`config.mk`:
```
export PLATFORM = sky130hd
export DESIGN_NAME = wb_arbiter2_flat
export DESIGN_NICKNAME = d
export VERILOG_FILES = /design/src/rtl/wb_arbiter2_pkg.sv /design/src/rtl/wb_arbiter2_if.sv /design/src/rtl/wb_arbiter2_watchdog.sv /design/src/rtl/wb_arbiter2.sv /design/src/flat_wrapper.sv
export SDC_FILE = /design/constraint.sdc
export NUM_CORES = 1
export LEC_CHECK = 0
export CORE_AREA = 4 4 121 123
export DETAILED_ROUTE_END_ITERATION = 6
export DIE_AREA = 0 0 125 127
export PLACE_DENSITY = 0.65
export SETUP_SLACK_MARGIN = 0.15
export SLEW_MARGIN = 30
export SYNTH_ARGS = -nofsm -noshare
export SYNTH_HDL_FRONTEND = slang
export SYNTH_SLANG_ARGS = --single-unit
```
`constraint.sdc`:
```
create_clock -name i_wb_clk -period 4.25 [get_ports i_wb_clk]
set_clock_uncertainty 0.1 [all_clocks]
set_input_delay 0.425 -clock i_wb_clk [delete_from_list [all_inputs] [get_ports i_wb_clk]]
set_output_delay 0.425 -clock i_wb_clk [all_outputs]
set_load 0.05 [all_outputs]
```
`src/rtl/wb_arbiter2_pkg.sv`:
```
// Shared types and constants for the two-master Wishbone arbiter.
package wb_arb_pkg;

  typedef enum logic [1:0] {
    ST_IDLE    = 2'd0,
    ST_OWN0    = 2'd1,
    ST_OWN1    = 2'd2,
    ST_RELEASE = 2'd3
  } state_t;

  localparam logic [1:0] GRANT_NONE = 2'b00;
  localparam logic [1:0] GRANT_M0   = 2'b01;
  localparam logic [1:0] GRANT_M1   = 2'b10;

  localparam logic [31:0] TIMEOUT_DATA_DEF = 32'hDEAD_BEEF;

endpackage

```
`src/rtl/wb_arbiter2_if.sv`:
```
// Wishbone bus bundle. The "master" side drives the request, the "slave"
// side answers it. The slave of this arbiter never raises err, so the
// master modport leaves err out.
interface wb_arbiter2_if;
  logic        cyc;
  logic [3:0]  stb;
  logic        we;
  logic [31:0] addr;
  logic [31:0] wdat;
  logic [31:0] rdat;
  logic        ack;
  logic        err;

  modport master (output cyc, stb, we, addr, wdat, input rdat, ack);
  modport slave  (input cyc, stb, we, addr, wdat, output rdat, ack, err);
endinterface

```
`src/rtl/wb_arbiter2_watchdog.sv`:
```
// Saturating bus watchdog. tc is raised combinationally on the cycle the
// count of enabled cycles reaches TIMEOUT (count == TIMEOUT-1 plus this one).
module wb_watchdog #(
  parameter int TO_W    = 8,
  parameter int TIMEOUT = 255
) (
  input  logic clk,
  input  logic rst_n,
  input  logic clr,
  input  logic en,
  output logic tc
);

  if ((TIMEOUT < 2) || (TIMEOUT >= (1 << TO_W))) begin : g_bad_timeout
    $error("wb_watchdog: TIMEOUT out of range for TO_W");
  end

  localparam logic [TO_W-1:0] TC_VAL  = TO_W'(TIMEOUT - 1);
  localparam logic [TO_W-1:0] CNT_MAX = '1;

  logic [TO_W-1:0] count;

  // Count enabled cycles; clear wins, saturate at all-ones instead of wrapping.
  always_ff @(posedge clk or negedge rst_n) begin
    if (!rst_n) begin
      count <= '0;
    end else if (clr) begin
      count <= '0;
    end else if (en && (count != CNT_MAX)) begin
      count <= count + TO_W'(1);
    end
  end

  assign tc = en && (count >= TC_VAL);

endmodule

```
`src/rtl/wb_arbiter2.sv`:
```
// Two-master Wishbone arbiter, round-robin on ties, grant held for a whole
// CYC, with a watchdog that terminates a hung slave with a poison ack.
//
// state      | meaning
// -----------+-----------------------------------------------------------
// ST_IDLE    | no owner; arbitrate, registered grant next cycle
// ST_OWN0    | master 0 owns the slave bus, combinational mux
// ST_OWN1    | master 1 owns the slave bus, combinational mux
// ST_RELEASE | owner got a timeout error; bus parked until it drops cyc
module wb_arbiter2
  import wb_arb_pkg::*;
#(
  parameter int          TIMEOUT      = 255,
  parameter int          TO_W         = 8,
  parameter logic [31:0] TIMEOUT_DATA = TIMEOUT_DATA_DEF
) (
  input  logic                i_wb_clk,
  input  logic                i_wb_rst_n,
  wb_arbiter2_if.slave        m0,
  wb_arbiter2_if.slave        m1,
  wb_arbiter2_if.master       s,
  output logic [1:0]          o_grant,
  output logic                o_timeout
);

  state_t      state, state_nx;
  logic        last_owner, last_nx;
  logic [1:0]  grant, grant_nx;

  logic        sel;
  logic        own;
  logic        sel_cyc;
  logic [3:0]  sel_stb;
  logic        sel_we;
  logic [31:0] sel_addr;
  logic [31:0] sel_wdat;

  logic        s_cyc_c;
  logic [3:0]  s_stb_c;
  logic        rsp_ack;
  logic        rsp_err;
  logic [31:0] rsp_dat;
  logic        timeout_c;
  logic        wd_clr;
  logic        wd_en;
  logic        wd_tc;

  // Owner index comes from the registered grant (01 / 10 while owned).
  assign sel      = grant[1];
  assign own      = (state == ST_OWN0) || (state == ST_OWN1);
  assign sel_cyc  = sel ? m1.cyc  : m0.cyc;
  assign sel_stb  = sel ? m1.stb  : m0.stb;
  assign sel_we   = sel ? m1.we   : m0.we;
  assign sel_addr = sel ? m1.addr : m0.addr;
  assign sel_wdat = sel ? m1.wdat : m0.wdat;

  wb_watchdog #(
    .TO_W    (TO_W),
    .TIMEOUT (TIMEOUT)
  ) u_watchdog (
    .clk   (i_wb_clk),
    .rst_n (i_wb_rst_n),
    .clr   (wd_clr),
    .en    (wd_en),
    .tc    (wd_tc)
  );

  // State, round-robin history and registered grant.
  always_ff @(posedge i_wb_clk or negedge i_wb_rst_n) begin
    if (!i_wb_rst_n) begin
      state      <= ST_IDLE;
      last_owner <= 1'b1;
      grant      <= GRANT_NONE;
    end else begin
      state      <= state_nx;
      last_owner <= last_nx;
      grant      <= grant_nx;
    end
  end

  // Arbitration, slave-side mux gating, response steering and watchdog control.
  always_comb begin
    state_nx  = state;
    last_nx   = last_owner;
    grant_nx  = grant;
    s_cyc_c   = 1'b0;
    s_stb_c   = 4'h0;
    rsp_ack   = 1'b0;
    rsp_err   = 1'b0;
    rsp_dat   = 32'h0;
    timeout_c = 1'b0;
    wd_clr    = 1'b1;
    wd_en     = 1'b0;

    case (state)
      ST_IDLE: begin
        if (m0.cyc && (!m1.cyc || last_owner)) begin
          state_nx = ST_OWN0;
          grant_nx = GRANT_M0;
        end else if (m1.cyc) begin
          state_nx = ST_OWN1;
          grant_nx = GRANT_M1;
        end
      end

      ST_OWN0, ST_OWN1: begin
        s_cyc_c = sel_cyc;
        s_stb_c = sel_cyc ? sel_stb : 4'h0;
        wd_en   = sel_cyc;
        wd_clr  = s.ack;
        if (s.ack) begin
          // A slave ack on the terminal cycle beats the watchdog.
          rsp_ack = 1'b1;
          rsp_dat = s.rdat;
        end else if (wd_tc) begin
          s_cyc_c   = 1'b0;
          s_stb_c   = 4'h0;
          rsp_ack   = 1'b1;
          rsp_err   = 1'b1;
          rsp_dat   = TIMEOUT_DATA;
          timeout_c = 1'b1;
          state_nx  = ST_RELEASE;
        end
        if (!sel_cyc) begin
          state_nx = ST_IDLE;
          last_nx  = sel;
          grant_nx = GRANT_NONE;
        end
      end

      ST_RELEASE: begin
        if (!sel_cyc) begin
          state_nx = ST_IDLE;
          last_nx  = sel;
          grant_nx = GRANT_NONE;
        end
      end

      default: begin
        state_nx = ST_IDLE;
        grant_nx = GRANT_NONE;
      end
    endcase
  end

  assign s.cyc  = s_cyc_c;
  assign s.stb  = s_stb_c;
  assign s.we   = own & sel_we;
  assign s.addr = own ? sel_addr : 32'h0;
  assign s.wdat = own ? sel_wdat : 32'h0;

  assign m0.ack  = rsp_ack & ~sel;
  assign m0.err  = rsp_err & ~sel;
  assign m0.rdat = sel ? 32'h0 : rsp_dat;
  assign m1.ack  = rsp_ack & sel;
  assign m1.err  = rsp_err & sel;
  assign m1.rdat = sel ? rsp_dat : 32'h0;

  assign o_grant   = grant;
  assign o_timeout = timeout_c;

endmodule

```
`src/flat_wrapper.sv`:
```
// flat-port wrapper written by rule: the top's interface ports become plain ports
module wb_arbiter2_flat import wb_arb_pkg::*;
#(
  parameter int          TIMEOUT      = 255,
  parameter int          TO_W         = 8,
  parameter logic [31:0] TIMEOUT_DATA = TIMEOUT_DATA_DEF
)
  (i_wb_clk, i_wb_rst_n, o_grant, o_timeout, m0_cyc, m0_stb, m0_we, m0_addr, m0_wdat, m0_rdat, m0_ack, m0_err, m1_cyc, m1_stb, m1_we, m1_addr, m1_wdat, m1_rdat, m1_ack, m1_err, s_cyc, s_stb, s_we, s_addr, s_wdat, s_rdat, s_ack);
  wb_arbiter2_if m0_i ();
  wb_arbiter2_if m1_i ();
  wb_arbiter2_if s_i ();
  input  logic i_wb_clk;
  input  logic i_wb_rst_n;
  output logic [1:0] o_grant;
  output logic o_timeout;
  input wire logic [$bits(m0_i.cyc)-1:0] m0_cyc;
  input wire logic [$bits(m0_i.stb)-1:0] m0_stb;
  input wire logic [$bits(m0_i.we)-1:0] m0_we;
  input wire logic [$bits(m0_i.addr)-1:0] m0_addr;
  input wire logic [$bits(m0_i.wdat)-1:0] m0_wdat;
  output wire logic [$bits(m0_i.rdat)-1:0] m0_rdat;
  output wire logic [$bits(m0_i.ack)-1:0] m0_ack;
  output wire logic [$bits(m0_i.err)-1:0] m0_err;
  input wire logic [$bits(m1_i.cyc)-1:0] m1_cyc;
  input wire logic [$bits(m1_i.stb)-1:0] m1_stb;
  input wire logic [$bits(m1_i.we)-1:0] m1_we;
  input wire logic [$bits(m1_i.addr)-1:0] m1_addr;
  input wire logic [$bits(m1_i.wdat)-1:0] m1_wdat;
  output wire logic [$bits(m1_i.rdat)-1:0] m1_rdat;
  output wire logic [$bits(m1_i.ack)-1:0] m1_ack;
  output wire logic [$bits(m1_i.err)-1:0] m1_err;
  output wire logic [$bits(s_i.cyc)-1:0] s_cyc;
  output wire logic [$bits(s_i.stb)-1:0] s_stb;
  output wire logic [$bits(s_i.we)-1:0] s_we;
  output wire logic [$bits(s_i.addr)-1:0] s_addr;
  output wire logic [$bits(s_i.wdat)-1:0] s_wdat;
  input wire logic [$bits(s_i.rdat)-1:0] s_rdat;
  input wire logic [$bits(s_i.ack)-1:0] s_ack;
  assign m0_i.cyc = m0_cyc;
  assign m0_i.stb = m0_stb;
  assign m0_i.we = m0_we;
  assign m0_i.addr = m0_addr;
  assign m0_i.wdat = m0_wdat;
  assign m0_rdat = m0_i.rdat;
  assign m0_ack = m0_i.ack;
  assign m0_err = m0_i.err;
  assign m1_i.cyc = m1_cyc;
  assign m1_i.stb = m1_stb;
  assign m1_i.we = m1_we;
  assign m1_i.addr = m1_addr;
  assign m1_i.wdat = m1_wdat;
  assign m1_rdat = m1_i.rdat;
  assign m1_ack = m1_i.ack;
  assign m1_err = m1_i.err;
  assign s_cyc = s_i.cyc;
  assign s_stb = s_i.stb;
  assign s_we = s_i.we;
  assign s_addr = s_i.addr;
  assign s_wdat = s_i.wdat;
  assign s_i.rdat = s_rdat;
  assign s_i.ack = s_ack;
  wb_arbiter2 #(.TIMEOUT(TIMEOUT), .TO_W(TO_W), .TIMEOUT_DATA(TIMEOUT_DATA)) u_core (.i_wb_clk(i_wb_clk), .i_wb_rst_n(i_wb_rst_n), .m0(m0_i), .m1(m1_i), .s(s_i), .o_grant(o_grant), .o_timeout(o_timeout));
endmodule
```
==> impl_metrics.json <==
{
  "layout_common_cells": "clkdlybuf4s50_1 (315), nor2_1 (88), mux2i_1 (70), nor2b_1 (66), and2_1 (18)",
  "die_y_um": 127,
  "rrSetupSlack_ps": 1790,
  "synthCells": 346,
  "ff_latch_area_um2": 330,
  "grtUsageTotal": 0.150,
  "drt-initial-drc-count": 115,
  "core_um2": 13700,
  "final_common_cell": "clkdlybuf4s50_1",
  "drcViolationCount": 0,
  "num_rows": 43,
  "hold_slack_ps": 386,
  "cts.htree.levels": 1,
  "synth_flop_cell": "dfrtp_1",
  "fillers": 1380,
  "synth_nets": 526,
  "fin_setup_tns_ps": 0,
  "die_area_um2": 15900,
  "fp.dieW_um": 125,
  "ys_types": 40,
  "ys_seq_area_frac": 0.133,
  "hold_buffers": 0,
  "synth_edf_count": 0,
  "root_buffer": "clkbuf_16",
  "hold_class": "flip-flop to flip-flop",
  "syn_area_um2": 2460,
  "post_cts_resize_count": 0,
  "ir_drop_uv": 410,
  "antenna_found_initial": 0,
  "maxSlewViolCount": 0,
  "dp_hpwl_um": 11000,
  "async_flop_share": 1.00,
  "ant_nets": 0,
  "fin_ws_ps": 573,
  "avgRoutedWirePerCell_um": 15.6,
  "grt_max_degree": 67,
  "clk_pin_slew_ps": 50,
  "grt-ovfl-total": 0,
  "setup_viol": 0,
  "avgSynthCellArea_um2": 7.12,
  "status": "finished, final reports clean",
  "period_share": 0.865,
  "power_density_nw_per_um2": 840,
  "cts_buffers": 3,
  "fmax_ghz": 0.272,
  "vias_per_cell": 4.23,
  "clk_latency_ps": 250,
  "whs_path_depth": 2,
  "relSlewSlack": 0.499,
  "rsz0062_at_grt": "false",
  "drtPass1Iterations": 4,
  "p_leak_uw": 0.00232,
  "synth_warnings": 0,
  "ctsLongestPathBuffers": 2,
  "arrival_ps": 3150,
  "vias": 3491,
  "worstSetupEndpointType": "primary output",
  "critPathLaunchType": "input port",
  "pin_count": 316,
  "start_util": 0.180,
  "drive_above_1_share": 0.0264,
  "gp_congestion": 0.890,
  "multi_input_area_um2": 2010,
  "cts_tree": "done",
  "synth_seq_cells": 13,
  "grt_pass1_wl_um": 19600,
  "post_cts_buffers": 0,
  "critPathRequiredTime_ps": 3720,
  "ff2ff_path_depth": 6,
  "criticalPathCategory": "input port to primary output",
  "drv_cap": 0,
  "syn_to_final_growth_pct": 138,
  "pre_cts_ws_ps": 526,
  "numClockSinks": 13,
  "hold_viol": 0,
  "fin_crit_ps": 3680,
  "io_buffers": 315,
  "crit_fanout": 25,
  "drt_wl_total_um": 12900,
  "fin_nets": 826,
  "grt_pass1_vias": 3692,
  "diodes": 0,
  "worst_slew_pin_slew_ps": 752
}
[flip-flops by register name, indices dropped and copies added, names as in the netlist]
register and flops:
u_core.last_owner 1, u_core.o_grant 2, u_core.u_watchdog.count 8, u_core.state 2
[metrics by stage]
stage          cells  area [µm²]  power (µW)  utilization
4_1_cts          825        5850        4990        0.428
5_1_grt          825        5860        5140        0.429
2_1_floorplan    346        2460        3270            -
3_3_place_gp     821        5770        4760        0.423
6_report         825        5860        4920        0.429
3_5_place_dp     821        5770        4790        0.423
[report_power, final]
group / internal, µW / switching (µW) / total [µW] / leakage, µW
clock network: 126 / 56.9 / 182 / 0.0000409
registers: 161 / 51.4 / 213 / 0.000170
logic: 1580 / 2940 / 4520 / 0.00211
total: 1870 / 3050 / 4920 / 0.00232
[final cells by class]
type,instances,share of cell area
clock inverters,1,0.000854
inverters,8,0.00513
repair buffers,318,0.543
well taps,180,0.0384
multi-input cells,302,0.344
clock buffers,3,0.0128
flip-flops and latches,13,0.0564
[path summary, 6_finish.rpt]
| kind | startpoint | endpoint |
|---|---|---|
| setup / recovery | m0_cyc | m1_rdat[18] |
| setup reg to reg | u_core.state[1] | u_core.state[1] |
| max in group asynchronous | i_wb_rst_n | u_core.o_grant[1] |
| hold reg to reg | u_core.last_owner | u_core.last_owner |
| hold / removal | u_core.last_owner | u_core.last_owner |
| min in group asynchronous | i_wb_rst_n | u_core.u_watchdog.count[3] |
[synthesized netlist by cell type, drive strengths merged (2+ instances only)]
| library cell | instances | area share |
|---|---|---|
| and3 | 3 | 0.0076 |
| inv | 8 | 0.012 |
| nor2b | 66 | 0.17 |
| and2 | 18 | 0.046 |
| nor2 | 88 | 0.13 |
| clkbuf | 10 | 0.015 |
| nor3 | 3 | 0.0061 |
| a211oi | 2 | 0.0061 |
| xor2 | 3 | 0.011 |
| nand2 | 7 | 0.011 |
| buf | 13 | 0.024 |
| and4 | 2 | 0.0071 |
| mux2i | 71 | 0.29 |
| or3 | 2 | 0.0051 |
| nand3 | 4 | 0.010 |
| o21ai | 4 | 0.0081 |
| dfrtp | 12 | 0.12 |
| a21oi | 7 | 0.014 |
| ha | 5 | 0.025 |
| mux2 | 2 | 0.0091 |
[routing by layer]
metal  up-vias  share of wire  GRT usage
met3        18          0.088     0.0426
met2       196           0.52      0.284
met5         -              0          0
met1      1529           0.38      0.170
li1       1748              -          -
met4         0          0.016     0.0249
[kinds of logic (layout without fill, tap and decap cells)]
group,after synthesis,after routing,synth area share
flops,13,13,0.133
buf+inv,31,330,0.0513
compound gates,22,22,0.0665
mux,73,73,0.299
simple gates,198,198,0.411
xor+xnor,4,4,0.0142
fa+ha+maj,5,5,0.0254
[worst max-delay path, cell delays in order]
cell and delay, ps:
clkdlybuf4s50_1 550, mux2i_2 130, o41ai_4 430, nand3_2 470, nor2_1 270, clkdlybuf4s50_1 860
No activity file was read; power rests on OpenSTA's default activity.
